===== src/rtl/arbitro_entrada_rr_pkg.sv =====
// Shared constants and types for the ingress round-robin arbiter.
// Class bits ride inside each word and are never decoded here.
package trans_pkg;

  localparam int NUM_PORTS          = 4;
  localparam int PORT_IDX_W         = 2;
  localparam int DEFAULT_DATA_WIDTH = 6;
  localparam int CLASS_MSB          = DEFAULT_DATA_WIDTH - 1;
  localparam int CLASS_LSB          = DEFAULT_DATA_WIDTH - 2;

  typedef logic [PORT_IDX_W-1:0] port_idx_t;

endpackage


===== src/rtl/arbitro_entrada_rr_if.sv =====
// Bundle of FIFO-side and observability signals around the ingress arbiter.
// The arbiter sits on the slave side; the surrounding FIFOs/bench drive the master side.
interface arbitro_entrada_rr_if
  import trans_pkg::*;
#(
  parameter int DATA_WIDTH = 6,
  parameter int CNT_WIDTH  = 8
);

  logic                  Enable;
  logic [NUM_PORTS-1:0]  fifo_empty;
  logic [DATA_WIDTH-1:0] data_in0;
  logic [DATA_WIDTH-1:0] data_in1;
  logic [DATA_WIDTH-1:0] data_in2;
  logic [DATA_WIDTH-1:0] data_in3;
  logic                  out_almost_full;
  logic [NUM_PORTS-1:0]  Pop;
  logic                  Push;
  logic [DATA_WIDTH-1:0] data_out;
  logic [PORT_IDX_W-1:0] grant_idx;
  logic [CNT_WIDTH-1:0]  cnt0;
  logic [CNT_WIDTH-1:0]  cnt1;
  logic [CNT_WIDTH-1:0]  cnt2;
  logic [CNT_WIDTH-1:0]  cnt3;

  modport slave (
    input  Enable, fifo_empty, data_in0, data_in1, data_in2, data_in3, out_almost_full,
    output Pop, Push, data_out, grant_idx, cnt0, cnt1, cnt2, cnt3
  );

  modport master (
    output Enable, fifo_empty, data_in0, data_in1, data_in2, data_in3, out_almost_full,
    input  Pop, Push, data_out, grant_idx, cnt0, cnt1, cnt2, cnt3
  );

endinterface


===== src/rtl/arbitro_entrada_rr_rr_pick_4.sv =====
// Combinational round-robin picker: first eligible port after ptr, wrapping back to ptr last.
module rr_pick_4
  import trans_pkg::*;
(
  input  logic [NUM_PORTS-1:0] eligible,
  input  port_idx_t            ptr,
  output logic                 found,
  output port_idx_t            g
);

  // Search order ptr+1, ptr+2, ptr+3, ptr; the 2-bit add wraps naturally.
  always_comb begin
    found = 1'b0;
    g     = ptr;
    for (int k = 1; k <= NUM_PORTS; k++) begin
      port_idx_t cand;
      cand = ptr + port_idx_t'(k);
      if (!found && eligible[cand]) begin
        found = 1'b1;
        g     = cand;
      end
    end
  end

endmodule


===== src/rtl/arbitro_entrada_rr.sv =====
// Ingress arbiter: drains four FWFT FIFOs round-robin into one shared FIFO,
// with registered pop/push and per-port transfer counters.
module arbitro_entrada_rr
  import trans_pkg::*;
#(
  parameter int DATA_WIDTH = 6,
  parameter int CNT_WIDTH  = 8
)(
  input logic                 clk,
  input logic                 reset,
  arbitro_entrada_rr_if.slave bus
);

  logic [DATA_WIDTH-1:0] dataIn [NUM_PORTS];
  logic [NUM_PORTS-1:0]  eligible;
  logic                  found;
  port_idx_t             pick;
  logic                  grant;

  logic [NUM_PORTS-1:0]  pop_q, pop_d;
  logic                  push_q, push_d;
  logic [DATA_WIDTH-1:0] data_q, data_d;
  port_idx_t             grant_q, grant_d;
  logic [CNT_WIDTH-1:0]  cnt_q [NUM_PORTS];
  logic [CNT_WIDTH-1:0]  cnt_d [NUM_PORTS];

  assign dataIn[0] = bus.data_in0;
  assign dataIn[1] = bus.data_in1;
  assign dataIn[2] = bus.data_in2;
  assign dataIn[3] = bus.data_in3;

  // A port popped last cycle still shows its old head, so it must sit out one cycle.
  assign eligible = ~bus.fifo_empty & ~pop_q;
  assign grant    = bus.Enable && !bus.out_almost_full && found;

  rr_pick_4 u_pick (
    .eligible (eligible),
    .ptr      (grant_q),
    .found    (found),
    .g        (pick)
  );

  always_comb begin
    pop_d   = '0;
    push_d  = 1'b0;
    data_d  = data_q;
    grant_d = grant_q;
    cnt_d   = cnt_q;
    if (grant) begin
      pop_d[pick] = 1'b1;
      push_d      = 1'b1;
      data_d      = dataIn[pick];
      grant_d     = pick;
      cnt_d[pick] = cnt_q[pick] + 1'b1;
    end
  end

  // grant_idx resets to 3 so that port 0 is first in line after reset.
  always_ff @(posedge clk) begin
    if (reset) begin
      pop_q   <= '0;
      push_q  <= 1'b0;
      data_q  <= '0;
      grant_q <= port_idx_t'(NUM_PORTS - 1);
      for (int i = 0; i < NUM_PORTS; i++) cnt_q[i] <= '0;
    end else begin
      pop_q   <= pop_d;
      push_q  <= push_d;
      data_q  <= data_d;
      grant_q <= grant_d;
      cnt_q   <= cnt_d;
    end
  end

  assign bus.Pop       = pop_q;
  assign bus.Push      = push_q;
  assign bus.data_out  = data_q;
  assign bus.grant_idx = grant_q;
  assign bus.cnt0      = cnt_q[0];
  assign bus.cnt1      = cnt_q[1];
  assign bus.cnt2      = cnt_q[2];
  assign bus.cnt3      = cnt_q[3];

endmodule


===== src/flat_wrapper.sv =====
// flat-port wrapper written by rule: the top's interface ports become plain ports
module arbitro_entrada_rr_flat import trans_pkg::*;
#(
  parameter int DATA_WIDTH = 6,
  parameter int CNT_WIDTH  = 8
)
  (clk, reset, bus_Enable, bus_fifo_empty, bus_data_in0, bus_data_in1, bus_data_in2, bus_data_in3, bus_out_almost_full, bus_Pop, bus_Push, bus_data_out, bus_grant_idx, bus_cnt0, bus_cnt1, bus_cnt2, bus_cnt3);
  arbitro_entrada_rr_if #(.DATA_WIDTH(DATA_WIDTH), .CNT_WIDTH(CNT_WIDTH)) bus_i ();
  input logic clk;
  input logic reset;
  input wire logic [$bits(bus_i.Enable)-1:0] bus_Enable;
  input wire logic [$bits(bus_i.fifo_empty)-1:0] bus_fifo_empty;
  input wire logic [$bits(bus_i.data_in0)-1:0] bus_data_in0;
  input wire logic [$bits(bus_i.data_in1)-1:0] bus_data_in1;
  input wire logic [$bits(bus_i.data_in2)-1:0] bus_data_in2;
  input wire logic [$bits(bus_i.data_in3)-1:0] bus_data_in3;
  input wire logic [$bits(bus_i.out_almost_full)-1:0] bus_out_almost_full;
  output wire logic [$bits(bus_i.Pop)-1:0] bus_Pop;
  output wire logic [$bits(bus_i.Push)-1:0] bus_Push;
  output wire logic [$bits(bus_i.data_out)-1:0] bus_data_out;
  output wire logic [$bits(bus_i.grant_idx)-1:0] bus_grant_idx;
  output wire logic [$bits(bus_i.cnt0)-1:0] bus_cnt0;
  output wire logic [$bits(bus_i.cnt1)-1:0] bus_cnt1;
  output wire logic [$bits(bus_i.cnt2)-1:0] bus_cnt2;
  output wire logic [$bits(bus_i.cnt3)-1:0] bus_cnt3;
  assign bus_i.Enable = bus_Enable;
  assign bus_i.fifo_empty = bus_fifo_empty;
  assign bus_i.data_in0 = bus_data_in0;
  assign bus_i.data_in1 = bus_data_in1;
  assign bus_i.data_in2 = bus_data_in2;
  assign bus_i.data_in3 = bus_data_in3;
  assign bus_i.out_almost_full = bus_out_almost_full;
  assign bus_Pop = bus_i.Pop;
  assign bus_Push = bus_i.Push;
  assign bus_data_out = bus_i.data_out;
  assign bus_grant_idx = bus_i.grant_idx;
  assign bus_cnt0 = bus_i.cnt0;
  assign bus_cnt1 = bus_i.cnt1;
  assign bus_cnt2 = bus_i.cnt2;
  assign bus_cnt3 = bus_i.cnt3;
  arbitro_entrada_rr #(.DATA_WIDTH(DATA_WIDTH), .CNT_WIDTH(CNT_WIDTH)) u_core (.clk(clk), .reset(reset), .bus(bus_i));
endmodule

===== config.mk =====
export PLATFORM = sky130hd
export DESIGN_NAME = arbitro_entrada_rr_flat
export DESIGN_NICKNAME = d
export VERILOG_FILES = /design/src/rtl/arbitro_entrada_rr_pkg.sv /design/src/rtl/arbitro_entrada_rr_if.sv /design/src/rtl/arbitro_entrada_rr_rr_pick_4.sv /design/src/rtl/arbitro_entrada_rr.sv /design/src/flat_wrapper.sv
export SDC_FILE = /design/constraint.sdc
export NUM_CORES = 1
export LEC_CHECK = 0
export CAP_MARGIN = 20
export CORE_MARGIN = 1
export CORE_UTILIZATION = 40
export DETAILED_ROUTE_END_ITERATION = 7
export PLACE_DENSITY_LB_ADDON = 0.12
export SETUP_SLACK_MARGIN = 0.15
export SYNTH_ARGS = -nofsm -noshare
export SYNTH_HDL_FRONTEND = slang
export SYNTH_SLANG_ARGS = --single-unit

===== constraint.sdc =====
create_clock -name clk -period 3.15 [get_ports clk]
set_input_delay 0.315 -clock clk [delete_from_list [all_inputs] [get_ports clk]]
set_output_delay 0.315 -clock clk [all_outputs]
set_load 0.01 [all_outputs]

== After elaboration in Yosys (flattened, before gate mapping) ==
Cells that the tools add are included.

* $add $sub $neg: 4
* $mul: 0
* Divide/modulo/power cells: 0
* Order comparisons: 8
* Equality and inequality tests: 0
* Shift operators: 0
* Muxes and demuxes: 28
* Bitwise gates (word level): 5
* Reduce and logical (&&, ||, !) cells: 12

{| class="wikitable"
|+ Operators by type and width
! operator !! count
|-
| bitwise mux 32 bit || 1
|-
| 2-to-1 mux 8 bit || 3
|-
| binary-select mux 8 bit (select 2 bit) || 1
|-
| demux 8 bit (select 2 bit) || 1
|-
| less-than comparator 2 x 3 -> 1 bit, second input constant || 5
|-
| binary-select mux 6 bit (select 2 bit) || 1
|-
| 2-to-1 mux 6 bit || 2
|-
| 2-to-1 mux 1 bit || 10
|-
| adder 8 x 1 -> 8 bit, second input constant || 1
|-
| binary-select mux 1 bit (select 2 bit) || 4
|-
| 2-to-1 mux 2 bit || 4
|-
| NOT 4 bit || 2
|-
| logical AND 1 bit || 7
|-
| adder 2 bit, second input constant || 2
|-
| bitwise AND 4 bit || 1
|-
| zero test 1 bit || 4
|-
| greater-or-equal comparator 3 bit, second input constant || 1
|-
| less-than comparator 3 x 1 -> 1 bit, second input constant || 1
|-
| NOT 2 -> 3 bit || 1
|-
| adder 2 x 1 -> 2 bit, second input constant || 1
|-
| demux 1 bit (select 2 bit) || 1
|-
| greater-or-equal comparator 2 x 1 -> 1 bit, second input constant || 1
|-
| OR reduction 2 bit || 1
|-
| NOT 1 bit || 1
|}

* Bits in registers: 45
* Latch bits: 0
* RAM bits: 0
* ROM bits: 0
* Bits of input ports: 32
* Output and inout bits: 45
* Word-level logic and storage cells: 65
* Memories: 0

== Longest topological paths before layout ==
Gate-level depths: netlist (run 1).

* Word-level depth: 20
* Depth in mapped cells: 12
* Depth with buffers taken out: 11

== By module ==
From an unflattened synthesis (run 1), not the netlist that was laid out.

* Cells, all modules: 213
* Area, all modules: 2,130.8 µm²

{| class="wikitable"
|+ Modules (own cells, without submodules)
! module !! times used !! cells an instance !! area an instance (µm²) !! sequential area each (µm²)
|-
| arbitro_entrada_rr || 1 || 199 || 2,048.2 || 900.9
|-
| rr_pick_4 || 1 || 14 || 82.6 || 0.0
|}

== Least setup slack after synthesis (run 1) ==
Ideal clock, no wire load.

* Kind: register -> register
* Start point: register u_core.grant_q[1] (netlist: u_core.bus.grant_idx[1])
* End point: register u_core.cnt_q (netlist bit u_core.bus.cnt0[6])
* Setup time: 0.086 ns
* Arrival: 2.543 ns
* Slack: 0.522 ns
* Stages on the path, launching flop included: 11
* Path buffers: 0
* Clock period less this slack: 2.628 ns
* Cell sequence: dfxtp_1 nor3_2 o22ai_2 nor3_4 mux2i_1 ha_1 nand2b_1 o22a_1 nor4b_2 xnor2_1 a211oi_1

* Longest elaborated chain between the ends: 19
* Elaborated cells between the ends (all ways): 37

{| class="wikitable"
|+ Ends and longest elaborated chain
! element !! line !! RTL
|-
| from (decl) || arbitro_entrada_rr.sv:23 || <nowiki>port_idx_t grant_q, grant_d;</nowiki>
|-
| from (signal assigned) || arbitro_entrada_rr.sv:64 || <nowiki>grant_q <= port_idx_t'(NUM_PORTS - 1);</nowiki>
|-
| from (signal assigned) || arbitro_entrada_rr.sv:70 || <nowiki>grant_q <= grant_d;</nowiki>
|-
| adder 2 x 1 -> 2 bit || arbitro_entrada_rr_rr_pick_4.sv:17 || <nowiki>cand = ptr + port_idx_t'(k);</nowiki>
|-
| binary-select mux 1 bit (select 2 bit) || arbitro_entrada_rr_rr_pick_4.sv:18 || <nowiki>if (!found && eligible[cand]) begin</nowiki>
|-
| 2-to-1 mux 1 bit (not written as such) || arbitro_entrada_rr_rr_pick_4.sv:18 ||
|-
| 2-to-1 mux 1 bit || arbitro_entrada_rr_rr_pick_4.sv:18 ||
|-
| zero test 1 bit || arbitro_entrada_rr_rr_pick_4.sv:18 ||
|-
| logical AND 1 bit || arbitro_entrada_rr_rr_pick_4.sv:18 ||
|-
| 2-to-1 mux 1 bit || arbitro_entrada_rr_rr_pick_4.sv:18 ||
|-
| zero test 1 bit || arbitro_entrada_rr_rr_pick_4.sv:18 ||
|-
| [3 not listed] || n/a ||
|-
| logical AND 1 bit || arbitro_entrada_rr_rr_pick_4.sv:18 ||
|-
| 2-to-1 mux 2 bit || arbitro_entrada_rr_rr_pick_4.sv:18 ||
|-
| NOT 2 -> 3 bit (not written as such) || arbitro_entrada_rr.sv:54 || <nowiki>cnt_d[pick] = cnt_q[pick] + 1'b1;</nowiki>
|-
| binary-select mux 8 bit (select 2 bit) (tied with other cells) || arbitro_entrada_rr.sv:54 ||
|-
| 2-to-1 mux 8 bit (not written as such) / logical AND 1 bit (equally long branches) || arbitro_entrada_rr.sv:54 ||
|-
| 2-to-1 mux 8 bit (not written as such) || arbitro_entrada_rr.sv:54 ||
|-
| adder 8 x 1 -> 8 bit / demux 8 bit (select 2 bit) (equally long branches) || arbitro_entrada_rr.sv:54 ||
|-
| bitwise mux 32 bit || arbitro_entrada_rr.sv:54 ||
|-
| to (signal assigned) || arbitro_entrada_rr.sv:71 || <nowiki>cnt_q <= cnt_d;</nowiki>
|-
| to (decl) || arbitro_entrada_rr.sv:24 || <nowiki>logic [CNT_WIDTH-1:0] cnt_q [NUM_PORTS];</nowiki>
|}

Several ways; a longest one is shown, not always the timed one. The select of a mux whose other input is x is not followed.
A chain may end at the register's enable or synchronous reset.

== Worst setup path after layout (run 1) ==
* Start point: input bus_fifo_empty[2]
* End point: register u_core.cnt_q (netlist bit u_core.bus.cnt0[5])

* Longest elaborated chain between the ends: 20
* Elaborated cells between the ends (all ways): 36

{| class="wikitable"
|+ Ends and longest elaborated chain
! element !! line !! RTL
|-
| from (decl) || flat_wrapper.sv:12 || <nowiki>input wire logic [$bits(bus_i.fifo_empty)-1:0] bus_fifo_empty;</nowiki>
|-
| NOT 4 bit * || arbitro_entrada_rr.sv:33 || <nowiki>assign eligible = ~bus.fifo_empty & ~pop_q;</nowiki>
|-
| bitwise AND 4 bit * || arbitro_entrada_rr.sv:33 ||
|-
| binary-select mux 1 bit (select 2 bit) || arbitro_entrada_rr_rr_pick_4.sv:18 ||
|-
| 2-to-1 mux 1 bit (not written as such) || arbitro_entrada_rr_rr_pick_4.sv:18 ||
|-
| 2-to-1 mux 1 bit || arbitro_entrada_rr_rr_pick_4.sv:18 ||
|-
| zero test 1 bit || arbitro_entrada_rr_rr_pick_4.sv:18 ||
|-
| logical AND 1 bit || arbitro_entrada_rr_rr_pick_4.sv:18 ||
|-
| 2-to-1 mux 1 bit || arbitro_entrada_rr_rr_pick_4.sv:18 ||
|-
| [4 not listed] || n/a ||
|-
| logical AND 1 bit || arbitro_entrada_rr_rr_pick_4.sv:18 ||
|-
| 2-to-1 mux 2 bit || arbitro_entrada_rr_rr_pick_4.sv:18 ||
|-
| NOT 2 -> 3 bit (not written as such) || arbitro_entrada_rr.sv:54 ||
|-
| binary-select mux 8 bit (select 2 bit) (tied with other cells) || arbitro_entrada_rr.sv:54 ||
|-
| 2-to-1 mux 8 bit (not written as such) / logical AND 1 bit (equally long branches) || arbitro_entrada_rr.sv:54 ||
|-
| 2-to-1 mux 8 bit (not written as such) || arbitro_entrada_rr.sv:54 ||
|-
| adder 8 x 1 -> 8 bit / demux 8 bit (select 2 bit) (equally long branches) || arbitro_entrada_rr.sv:54 ||
|-
| bitwise mux 32 bit || arbitro_entrada_rr.sv:54 ||
|}

Every way passes the cells marked *; elsewhere a longest branch is shown, timed or not. The select of a mux whose other input is x is not followed.

==> results.md, run 1 <==
Outcome:
- The flow ran to the end, and the final reports show no timing, DRC or antenna violations.

Critical path:
- The slowest stage cell on the critical path is clkdlybuf4s50_1.
- The cell family contributing the most delay on the critical path is simple AND/OR/NAND/NOR gates.
- The internal reg-to-reg setup slack is roughly 0.37 ns.
- The critical path start-end classification is primary input to flip-flop.
- The combined buffer and inverter count along the critical path is 2.
- The required time at the worst-slack endpoint is 3.36 ns.
- The type of element capturing the critical path is a flip-flop.
- The startpoint type of the worst setup path is a primary input.
- The critical path goes through clkdlybuf4s50_1 -> o22ai_1 -> and3_1 -> nor3_4 -> buf_4 -> mux2_2 -> or2_2 -> or3_1 -> a311oi_1.
- In this run the worst path has a maximum fanout of 5.
- The largest stage delay on the critical path is about 0.53 ns.
- The critical path data arrival time is 3.09 ns.

Routing:
- In the final routed layout, each cell accounts on average for ~14 um.
- The overall via count from detail_route is ~2.1k.
- Wires add up to about 6000 um.
- The first detailed-routing pass ran for 4 iterations.
- The vias per cell is 5.16.
- In the routed design, unresolved DRC markers number 0.
- In this run, the number of DRC markers left after iteration 0 of detailed routing was 141.
- The antenna violation net count after detailed routing is 0.

Placement:
- At the end of routability-driven placement, the weighted congestion stood at about 0.80.
- Timing analysis after detailed placement gives a worst setup slack of -0.101 ns.
- The count of port buffers added during placement is 76.
- The wire-length estimate of the detail-placed layout is 4520 um.
- The post-detailed-placement cell area is about 3200 um^2.

Logic synthesis:
- After synthesis, the largest family of logic cells by area is compound AO/OA/AOI/OAI gates.
- The portion of the post-synthesis area used by sequential elements is 0.406.
- The average cell area after synthesis is 9.09 um^2.
- The flop and latch count out of synthesis is 45.
- The area of the mapped netlist is between 2000 and 2500 um^2.
- The area share of xor/xnor cells in the synthesized design is 0.0277.
- The net count after synthesis is approximately 280.
- The post-synthesis cell type count is 40.
- The simple logic cell fraction of the synthesized area is 0.172.
- The share of the synthesized area in compound gates (AO/OA/AOI/OAI) is 0.189.
- Counting every instance in the synthesized netlist gives around 240.
- The mux share of post-synthesis cell area is 0.160.
- Of the total synthesized cell area, the portion taken by full adders, half adders and majority gates is 0.00564.
- The total number of yosys warnings is 0.

STA:
- The final worst slack is between 0.2 and 0.3 ns.
- Derived from the worst setup path, the maximum achievable clock frequency is roughly 350 MHz.
- Setup violations remaining at the end of the flow were counted as 0.
- The worst pin sits at a relative slew slack of 0.641.
- Across the routed clock network, the largest skew measured is roughly 0.011 ns.
- The transition at the pin with the smallest max-transition slack is between 0.5 and 0.6 ns.
- The number of max-slew violations in the final report is 0.
- Setup repair after global routing could not meet its margin everywhere.
- The worst path needs around 2.9 ns of the cycle, external delays included.
- The final hold violation count is 0.
- The final hold slack is 0.459 ns.
- In the finished design, the share of the clock period the worst path needs comes to 0.915.

Finish:
- The area growth from synthesis to layout is 52.3%.
- The layout net count is about 380.
- The top cell types in the final layout, fill and taps aside, are 76 x clkdlybuf4s50_1, 45 x dfxtp_1, 36 x nor2_1.
- Leaving out fill and tap cells, the most frequent cell in the layout is clkdlybuf4s50_1.
- At the end of the flow the core is filled with cells to 0.645.
- The finished cells cover approximately 3400 um^2.
- 0 antenna diodes ended up in the layout.
- Of the cells placed in the final design, the portion with a size suffix greater than 1 is 0.172.

Clocking:
- The insertion delay of the later-clocked pin in the worst-skew pair is around 0.3 ns.
- Clock-pin slew was measured on the worst setup and hold paths at approximately 0.08 ns.
- The tree is rooted in a clkbuf_8.
- No sink is reached through more buffers than the 2 on the longest clock path.
- The number of buffers created by CTS is 5.
- The clock sink total is 45.
- In this run the number of H-tree levels came out at 2.
- The CTS tree is done.

Global routing:
- The number of antenna violations at the first check in global routing is 0.
- The maximum number of pins on one net before global-route repair is 46.
- The first-pass GRT wire length is between 10000 and 15000 um.
- The number of global-route vias before repair is roughly 2k.
- For this run the aggregate overflow at the end of global routing stands at 0.
- For this run, the total global-route usage over all layers was measured as 0.216.

Power:
- The design draws between 1 and 1.5 mW.
- Dividing total power by cell area gives a power density of ~420 nW/um^2.
- Across the VDD grid, the largest voltage drop is 0.220 mV.
- For this design the static power due to leakage is roughly 1.3 nW.

Floorplanning:
- The die covers roughly 5800 um^2.
- The cell row count is 26.
- The initial core utilization is 0.423.
- The placeable core region is around 5200 um^2.
- The die outline height is ~76 um.
- In this run the count of I/O pins placed on the die edge is 77.
- The floorplan step set the die width to ~76 um.

Run:
- Max-cap violations in this run came to 0.

Worst hold path:
- The path class of the tightest hold or removal check is flip-flop to flip-flop.
logic make-up (layout without fill, tap and decap cells):
kind of cell | count (synthesis) | after routing
compound gates | 58 | 58
fa+ha+maj | 1 | 1
xor+xnor | 7 | 7
simple gates | 79 | 79
flops | 45 | 45
buf+inv | 20 | 119
mux | 34 | 34
tightest hold or removal path: stages, from the launching register on:
cell and delay [ns]:
dfxtp_1 0.31, nand2_1 0.05, a21oi_1 0.05
per-layer routing:
layer	track usage	up-vias	routed length [um]
li1	-	1079	-
met1	0.316	998	3020
met2	0.321	48	2610
met3	0.0431	7	258
met4	0.0577	0	60
met5	0	-	0
power by group:
group | switching, mW | total [mW] | internal (mW)
sequential | 0.0236 | 0.620 | 0.596
combinational | 0.160 | 0.362 | 0.202
clock | 0.190 | 0.448 | 0.259
sequential cells by signal, summed over array words and instances, names as in the netlist:
name                  cells
u_core.bus.Pop            4
u_core.bus.Push           1
u_core.bus.grant_idx      2
u_core.bus.cnt2           8
u_core.bus.cnt0           8
u_core.bus.cnt1           8
u_core.bus.data_out       6
u_core.bus.cnt3           8
repair_timing:
item | 4_1_cts | 5_1_grt
resized for setup | 0 | 5
buffers inserted | 0 | 1
hold endpoints to repair | 0 | 0
hold buffers | 0 | 0
setup endpoints to repair | 0 | 12
cells in the mapped netlist (all sizes together):
cell     instances  area [um^2]
mux2i           26          264
nor2            36          135
and2             1         6.26
inv              2         7.51
a211oi          17          128
a21oi           14         70.1
nand3            2         10.0
o211ai           8         60.1
or3              3         18.8
dfxtp           45          901
nor4             1         6.26
buf              9         46.3
and3             2         12.5
nand2           21         78.8
o22ai            4         37.5
a311oi           4         35.0
nor3             3         31.3
o21ai            1         5.00
or2              2         12.5
o31ai            4         30.0
xor2             1         8.76
o22a             1         8.76
ha               1         12.5
a211o            2         17.5
o21a             1         7.51
nand2b           1         6.26
o211a            2         20.0
or4              4         30.0
clkbuf           9         33.8
nand4bb          1         11.3
xnor2            6         52.6
nor4b            1         15.0
nor3b            1         7.51
mux2             8         90.1
metrics by stage:
step           setup TNS (ns)  instances
2_1_floorplan               0        244
3_3_place_gp                0        404
4_1_cts                     0        412
6_report                    0        413
3_5_place_dp           -0.605        404
5_1_grt                     0        413
worst paths after layout:
| check | startpoint | end | cells after the start |
|---|---|---|---|
| worst max-delay path | bus_fifo_empty[2] | u_core.bus.cnt0[5]$_SDFFE_PP0P_ | 9 |
| worst min-delay path | u_core.bus.data_out[1]$_SDFFE_PP0P_ | u_core.bus.data_out[1]$_SDFFE_PP0P_ | 2 |
| worst max register to register | u_core.bus.grant_idx[1]$_SDFFE_PP1P_ | u_core.bus.cnt0[5]$_SDFFE_PP0P_ | 8 |
| worst min register to register | u_core.bus.data_out[1]$_SDFFE_PP0P_ | u_core.bus.data_out[1]$_SDFFE_PP0P_ | 2 |
cell type report:
type	count	area, um^2
Fill cell	459	1860
Multi-Input combinational cell	179	1250
Timing Repair Buffer	109	1010
Sequential cell	45	901
Tap cell	70	87.6
Clock buffer	7	86.3
Clock inverter	1	30.0
Inverter	2	7.51
Power figures use the tool's default switching activity.
==> run 2: changes to the inputs <==
--- a/config.mk
+++ b/config.mk
@@ -5,6 +5,7 @@
 export SDC_FILE = /design/constraint.sdc
 export NUM_CORES = 1
 export LEC_CHECK = 0
+export ABC_AREA = 1
 export CAP_MARGIN = 20
 export CORE_MARGIN = 1
 export CORE_UTILIZATION = 40
==> run 2 against run 1 <==
  * The run now ends with DRC left
  * Hold slack gained 0.034 ns
  * First-iteration DRC count is 28% higher
  * Clock-buffer cell count stayed put
  * Global-route usage increased by 0.17 points
  * Total power rose by 29%
  * Clock power fell by 11%
  * Combinational power is 110% higher
  * Area after synthesis up 24%
  * Die area is 23% higher
  * Sequential share of layout area is 2.1 points lower
  * Non-clock buffer count is 21 lower
  * Highest routed layer unchanged
==> results.md, run 2 <==
Logic synthesis:
- By count the netlist is led by 108 x nand2_1, 49 x nor2_1, 45 x dfxtp_1, 41 x nand3_1, 33 x inv_1.
- The average cell area after synthesis is 6.77 um^2 (-26%).
- The leading area contributor after synthesis is dfxtp_1.
- The flop and latch count out of synthesis is 45 (unchanged).
- The total number of yosys warnings is 0 (unchanged).
- The portion of synthesized cell area occupied by the leading cell type is 0.329 (-0.0776).
- The portion of the post-synthesis area used by sequential elements is 0.329 (-0.0776).
- The most used flip-flop cell after synthesis is dfxtp_1.
- The count of mapped cells out of synthesis was 405 (+66%).
- The net count after synthesis came to 438 (+58%).
- The area of the mapped netlist was 2740 um^2 (+24%).
- The number of enable flip-flop cells after synthesis was 0 (unchanged).
- The fraction of registers with async set or reset after synthesis is 0 (unchanged).
- The post-synthesis cell type count is 31 (-23%).
- After synthesis, the cell types taking the most area are dfxtp_1 33%, nand2_1 15%, nand3_1 7.5%.
- The most frequent cell after synthesis is nand2_1.

Floorplanning:
- The top-level port count is 77 (unchanged).
- The initial core utilization was 0.422 (-0.00143).
- The die outline height is 84.8 um (+11%).
- The cell row count was 29 (+12%).
- The placeable core region is 6490 um^2 (+24%).
- The die span in x is 84.8 um (+11%).
- The floorplan die area was 7190 um^2 (+23%).

Global routing:
- The number of global-route vias before repair is 2671 (+32%).
- The first-pass GRT wire length is 12500 um (+24%).
- The maximum number of pins on one net before global-route repair is 28 (-39%).
- The number of antenna violations at the first check in global routing is 0 (unchanged).
- The global-route total usage across every layer was 0.218 (+0.00168).
- The leftover overflow at the end of global routing is 0 (unchanged).

Power:
- The power per standard cell area is 501 nW/um^2 (+18%).
- The total power is 1.84 mW (+29%).
- The leakage power was 1.64 nW (+28%).
- The worst vdd rail ir drop is 0.218 mV (-1.1%).

STA:
- The total negative setup slack is 0 ns (unchanged).
- The remaining max-slew budget at the tightest pin is 0.613 (-0.0281).
- The number of max-slew violations in the final report is 0 (unchanged).
- Setup repair after global routing left no endpoint under its margin.
- The final cycle utilization of the critical path is 0.868 (-0.0468).
- The final hold violation count is 0 (unchanged).
- The transition at the pin with the smallest max-transition slack came to 0.579 ns (+0.0415 ns).
- The final setup violation count is 0 (unchanged).
- The upper clock frequency limit is 366 MHz (+5.4%).
- The final setup skew is 0.00780 ns (-0.00296 ns).
- The clock period minus final worst setup slack is 2.73 ns (-0.148 ns).

Routing:
- The antenna violation net count after detailed routing is 0 (unchanged).
- The detailed-route wire length per cell is 13.5 um (-6.3%).
- The overall via count from detail_route is 2849 (+34%).
- The detailed-routing iteration count for the pre-antenna-repair pass was 8 (+4).
- The remaining routing DRC violations came to 10 (+10).
- The aggregate routed wire length was 7580 um (+27%).
- The count of routing violations after the opening detailed-route iteration is 180 (+28%).
- The vias per cell came to 5.07 (-1.8%).

Finish:
- The post-route cell area is 3670 um^2 (+8.7%).
- The most common cell after layout, fill and taps aside is nand2_1.
- The area growth from synthesis to layout is 33.9%.
- The antenna diode count came to 0 (unchanged).
- The library cells used most frequently in the layout, excluding fill and tap cells, are 108 x nand2_1, 76 x clkdlybuf4s50_1, 49 x nor2_1.
- The fraction of layout cells with a size suffix above 1 came to 0.157 (-0.0153).
- The layout net count was 517 (+38%).

Clocking:
- The number of buffers created by CTS came to 5 (unchanged).
- The buffer count from post-CTS setup fixing is 0 (unchanged).
- The clock sink total is 45 (unchanged).
- The H-tree level count is 2 (unchanged).
- The clock transition at the register clock pins on the worst setup and hold paths after CTS came to 0.08 ns (about the same).
- TritonCTS built the clock tree.
- The cell at the root of the clock tree is clkbuf_8.
- The insertion delay of the later-clocked pin in the worst-skew pair came to 0.30 ns (about the same).
- The maximum root-to-sink buffer count is 2 (unchanged).

Critical path:
- The critical path data arrival time was 2.92 ns (-0.17 ns).
- The startpoint type of the worst setup path is a flip-flop.
- The largest stage delay on the critical path is 0.44 ns (-0.09 ns).
- The maximum net fanout on the critical path is 18 (+13).
- The dominant cell type by count on the critical path is nand2_1.
- Among all stages on the critical path, the largest delay is contributed by dfxtp_2.
- The critical path goes through clkinv_4 -> nand2_1 -> nand2_1 -> nand3_2 -> nand2_4 -> nand2_2 -> inv_2 -> nand2_2 -> nand3_1 -> nand2_4 -> nand2_1 -> nand2_1 -> ha_1 -> nand2_1 -> nor2_4 -> xor2_2 -> a21oi_1.
- The worst setup path is captured at a flip-flop.
- The critical path start-end classification is flip-flop to flip-flop.
- The required time at the worst-slack endpoint is 3.33 ns (-0.03 ns).

Placement:
- The count of port buffers added during placement was 76 (unchanged).
- The post-DP HPWL is 5520 um (+22%).
- The last weighted congestion value of the routability-driven placer is 0.850 (+6.4%).
- The post-detailed-placement cell area is 3560 um^2 (+11%).

Outcome:
- The final reports fail on DRC.
- The flow ran to the end, but the final reports show violations.

Worst hold path:
- The path class of the tightest hold or removal check is flip-flop to flip-flop.

Run:
- The count of max-cap constraint violations is 0 (unchanged).
run 2: cell count changes after synthesis, sizes merged, moves of 7 or more:
cell	before	now
a211oi	17	0
a21oi	14	21
inv	2	41
mux2	8	0
mux2i	26	0
nand2	21	137
nand3	2	47
nor2	36	56
o211ai	8	1
o21ai	1	26
run 2: cell families (layout without fill, tap and decap cells):
| logic type | count (synthesis) | after routing | share of synthesized area |
|---|---|---|---|
| simple gates | 244 | 244 | 0.437 |
| compound gates | 55 | 55 | 0.111 |
| xor+xnor | 3 | 3 | 0.0151 |
| buf+inv | 57 | 137 | 0.103 |
| fa+ha+maj | 1 | 1 | 0.00457 |
| flops | 45 | 45 | 0.329 |
run 2: final timing paths:
path | startpoint | end | slack, ns | cells past startpoint
worst min-delay path | u_core.bus.cnt2[1]$_SDFFE_PP0P_ | u_core.bus.cnt2[1]$_SDFFE_PP0P_ | 0.49 | 2
worst max register to register | u_core.bus.grant_idx[0]$_SDFFE_PP1P_ | u_core.bus.cnt3[4]$_SDFFE_PP0P_ | 0.42 | 17
worst min register to register | u_core.bus.cnt2[1]$_SDFFE_PP0P_ | u_core.bus.cnt2[1]$_SDFFE_PP0P_ | 0.49 | 2
worst max-delay path | u_core.bus.grant_idx[0]$_SDFFE_PP1P_ | u_core.bus.cnt3[4]$_SDFFE_PP0P_ | 0.42 | 17
run 2: area by class of cell:
cell class | count | area, um^2
clock buffer | 7 | 96.3
clock inverter | 1 | 5.00
fill | 630 | 2830
inverter | 41 | 161
multi-input combinational | 303 | 1560
sequential | 45 | 902
tap | 77 | 96.3
timing repair buffer | 88 | 851
run 2: metrics by stage:
stage / setup slack (ns) / cells / utilization / hold WS [ns]
floorplan: 0.731 / 405 / - / 0.484
detailed placement: 0.119 / 554 / 0.549 / 0.479
finish: 0.417 / 562 / 0.565 / 0.493
global placement: 0.241 / 554 / 0.549 / 0.470
global route: 0.159 / 562 / 0.565 / 0.527
CTS: 0.327 / 562 / 0.564 / 0.494
run 2: routing by layer:
layer | GRT usage | share of wire | vias up
met5 | 0 | 0 | -
met4 | 0.0586 | 0.0090 | 0
met3 | 0.0442 | 0.075 | 8
met2 | 0.378 | 0.46 | 105
met1 | 0.274 | 0.46 | 1282
li1 | - | - | 1454
run 2: where the power goes:
part           internal (mW)  switching, mW
Sequential             0.622         0.0434
Clock                  0.199          0.200
Combinational          0.309          0.466
run 2: critical path: cells and delay by family (launching register included):
kind / cells / cell delay (ns)
AO/OA/AOI/OAI: 1 / 0.11
adder cells (fa/ha/maj): 1 / 0.23
buffers and inverters: 2 / 0.21
flip-flops: 1 / 0.44
XOR/XNOR: 1 / 0.23
AND/OR/NAND/NOR: 12 / 1.40
run 2: timing repair:
action                     CTS  global route
setup endpoints to repair    0             8
hold buffers                 0             0
resized for setup            0             2
==> run 3: changes to the inputs <==
--- a/config.mk
+++ b/config.mk
@@ -10,6 +10,7 @@
 export CORE_MARGIN = 1
 export CORE_UTILIZATION = 40
 export DETAILED_ROUTE_END_ITERATION = 7
+export DONT_BUFFER_PORTS = 1
 export PLACE_DENSITY_LB_ADDON = 0.12
 export SETUP_SLACK_MARGIN = 0.15
 export SYNTH_ARGS = -nofsm -noshare
==> run 3 against run 2 <==
  * The run still ends with DRC left
  * Core utilization fell by 12 points
  * Wire length is 3.6% lower
  * Maximum frequency up 0.23%
  * Clock-buffer cell count down 1
  * Combinational power fell by 20%
  * Cell area down 21%
  * Register-to-register slack about the same
  * Hold slack got worse by 0.41 ns
  * Clock power decreased by 11%
  * Critical path depth increased by 3
  * Setup slack better by 0.0062 ns
  * Sequential cell count stayed put
  * Critical endpoint is now u_core.bus.cnt3[6]$_SDFFE_PP0P_
  * Highest routed layer unchanged
==> results.md, run 3 (synthesized netlist as in run 2, its figures left out) <==
Outcome:
- The flow ran to the end, but the final reports show violations.
- The final reports fail on DRC.

Power:
- The worst vdd rail ir drop is 0.288 mV (+32%).
- The power per standard cell area is 575 nW/um^2 (+15%).
- The leakage power came to 1.35 nW (-18%).

Critical path:
- The largest stage delay on the critical path is 0.39 ns (-0.05 ns).
- The maximum net fanout on the critical path is 16 (-2).
- The startpoint type of the worst setup path is a flip-flop.
- The internal reg-to-reg setup slack is 0.42 ns (about the same).
- The signal on the critical path passes through buf_4 -> nand2_1 -> nand2_1 -> nand3_2 -> nand2_4 -> buf_4 -> nand3_4 -> nand2_8 -> nand2_1 -> nand2_1 -> nand2_1 -> nand2_2 -> ha_1 -> nand2_1 -> nor2_4 -> nand2_1 -> nand2_2 -> nand3_1 -> nand2_1 -> inv_1.
- By instance count, the cell type seen most on the critical path is nand2_1.
- The critical path data arrival time is 2.93 ns (about the same).
- The type of element capturing the critical path is a flip-flop.
- The worst-case reg-to-reg path depth is 20 (+3).
- The required time at the worst-slack endpoint came to 3.35 ns (+0.02 ns).
- The critical path start-end classification is flip-flop to flip-flop.
- The worst register-to-register path begins at u_core.bus.grant_idx[0]$_SDFFE_PP1P_.
- The capturing point of the worst reg2reg path is u_core.bus.cnt3[6]$_SDFFE_PP0P_.
- The slowest stage of the critical path is the dfxtp_2 cell.

Finish:
- The top cell types in the final layout, fill and taps aside, are 106 x nand2_1, 49 x nor2_1, 43 x dfxtp_1.
- The count of fill cells added during filler insertion is 682 (+8.3%).
- The fraction of layout cells with a size suffix above 1 is 0.191 (+0.0345).
- The sequential cell area in the final layout came to 903 um^2 (+0.14%).
- The layout net count is 440 (-15%).
- Leaving out fill and tap cells, the most frequent cell in the layout is nand2_1.
- The area growth from synthesis to layout is 6.03%.
- The multi-input combinational cell area was 1580 um^2 (+1.5%).
- The antenna diode count is 0 (unchanged).

Routing:
- The remaining routing DRC violations is 10 (unchanged).
- The overall via count from detail_route is 2544 (-11%).
- The detailed-route wire length per cell came to 15.1 um (+12%).
- The detailed-routing iteration count for the pre-antenna-repair pass came to 7 (-1).
- The vias per cell is 5.25 (+3.5%).
- The count of routing violations after the opening detailed-route iteration is 137 (-24%).
- The antenna violation net count after detailed routing was 0 (unchanged).
- The aggregate routed wire length is 7300 um (-3.6%).

Clocking:
- The clock sink total came to 45 (unchanged).
- TritonCTS built the clock tree.
- The post-cts gate resize count was 0 (unchanged).
- The cell at the root of the clock tree is clkbuf_8.
- The number of buffers created by CTS was 5 (unchanged).
- The clock transition at the register clock pins on the worst setup and hold paths after CTS is 0.09 ns (about the same).
- The buffer count from post-CTS setup fixing is 0 (unchanged).
- The insertion delay of the later-clocked pin in the worst-skew pair is 0.30 ns (about the same).
- The maximum root-to-sink buffer count was 2 (unchanged).
- The H-tree level count is 2 (unchanged).
- The cts-stage hold buffer count was 0 (unchanged).

Global routing:
- The global-route total usage across every layer is 0.212 (-0.00541).
- The first-pass GRT wire length is 12100 um (-2.8%).
- The number of global-route vias before repair came to 2469 (-7.6%).
- The number of antenna violations at the first check in global routing is 0 (unchanged).
- The leftover overflow at the end of global routing is 0 (unchanged).
- The maximum number of pins on one net before global-route repair came to 28 (unchanged).

STA:
- The number of max-slew violations in the final report is 0 (unchanged).
- The final setup violation count is 0 (unchanged).
- The transition at the pin with the smallest max-transition slack is 0.571 ns (-0.00830 ns).
- The upper clock frequency limit is 367 MHz (+0.23%).
- The final setup skew is 0.0108 ns (+0.00300 ns).
- The total negative setup slack was 0 ns (unchanged).
- The clock period minus final worst setup slack was 2.73 ns (-0.00616 ns).
- The remaining max-slew budget at the tightest pin was 0.619 (+0.00554).
- The final cycle utilization of the critical path is 0.866 (-0.00196).
- The final hold violation count is 0 (unchanged).
- The final worst slack was 0.423 ns (+0.00616 ns).
- Setup repair after global routing left no endpoint under its margin.

Worst hold path:
- The worst-case hold path end point is u_core.bus.Pop[3]$_SDFF_PP0_.
- The instance count along the most critical hold path is 1 (-1).
- The worst hold path belongs to the class primary input to flip-flop.
- The origin of the worst min-delay path is reset.

Placement:
- The count of port buffers added during placement is 0 (-100%).
- The pre-CTS worst setup slack is 0.189 ns (+0.0701 ns).
- The last weighted congestion value of the routability-driven placer is 0.842 (-0.99%).
- The post-DP HPWL is 5340 um (-3.4%).

Floorplanning:
- The placeable core region is 6490 um^2 (unchanged).
- The die span in x is 84.8 um (unchanged).
- The initial core utilization is 0.422 (unchanged).
- The top-level port count is 77 (unchanged).
- The floorplan die area is 7190 um^2 (unchanged).
- The cell row count is 29 (unchanged).
- The die outline height is 84.8 um (unchanged).

Run:
- The count of max-cap constraint violations was 0 (unchanged).
-- run 3: worst max path at each step --
stage	endpoint	from	slack [ns]
3_3_place_gp	u_core.bus.cnt1[4]$_SDFFE_PP0P_	u_core.bus.grant_idx[1]$_SDFFE_PP1P_	0.26
3_5_place_dp	u_core.bus.cnt3[5]$_SDFFE_PP0P_	u_core.bus.grant_idx[1]$_SDFFE_PP1P_	0.19
2_1_floorplan	u_core.bus.cnt0[6]$_SDFFE_PP0P_	u_core.bus.grant_idx[0]$_SDFFE_PP1P_	0.73
6_report	u_core.bus.cnt3[6]$_SDFFE_PP0P_	u_core.bus.grant_idx[0]$_SDFFE_PP1P_	0.42
5_1_grt	u_core.bus.cnt3[6]$_SDFFE_PP0P_	u_core.bus.grant_idx[0]$_SDFFE_PP1P_	0.17
4_1_cts	u_core.bus.cnt3[5]$_SDFFE_PP0P_	u_core.bus.grant_idx[1]$_SDFFE_PP1P_	0.16
-- run 3: final cells by class --
cell class | count | area share
Sequential cell | 45 | 0.311
Timing Repair Buffer | 11 | 0.0284
Multi-Input combinational cell | 303 | 0.544
Tap cell | 77 | 0.0332
Inverter | 41 | 0.0547
Clock inverter | 2 | 0.00345
Clock buffer | 6 | 0.0250
-- run 3: per-stage QoR --
stage          power [mW]  hold WS (ns)   util  instance area, um^2  std cells
2_1_floorplan        1.19         0.484      -                 2740        405
3_3_place_gp         1.32         0.394  0.431                 2800        477
3_5_place_dp         1.32         0.395  0.431                 2800        477
4_1_cts              1.67        0.0749  0.443                 2880        485
5_1_grt              1.79        0.0738  0.447                 2910        485
6_report             1.67        0.0813  0.447                 2910        485
-- run 3: routing by layer --
metal	GRT usage	wire length, um
met2	0.362	3450
met1	0.277	3250
met5	0	0
met4	0.0385	41
met3	0.0482	552
-- run 3: report_power, final --
group | switching (mW) | internal [mW]
Sequential | 0.0736 | 0.623
Combinational | 0.426 | 0.192
Clock | 0.203 | 0.154
Total | 0.702 | 0.969
-- run 3: worst max-delay path: cells and delay by family, from the launching register on --
kind	cells	cell delay, ns
flops	1	0.39
fa+ha+maj	1	0.20
buf+inv	3	0.36
simple gates	16	1.65
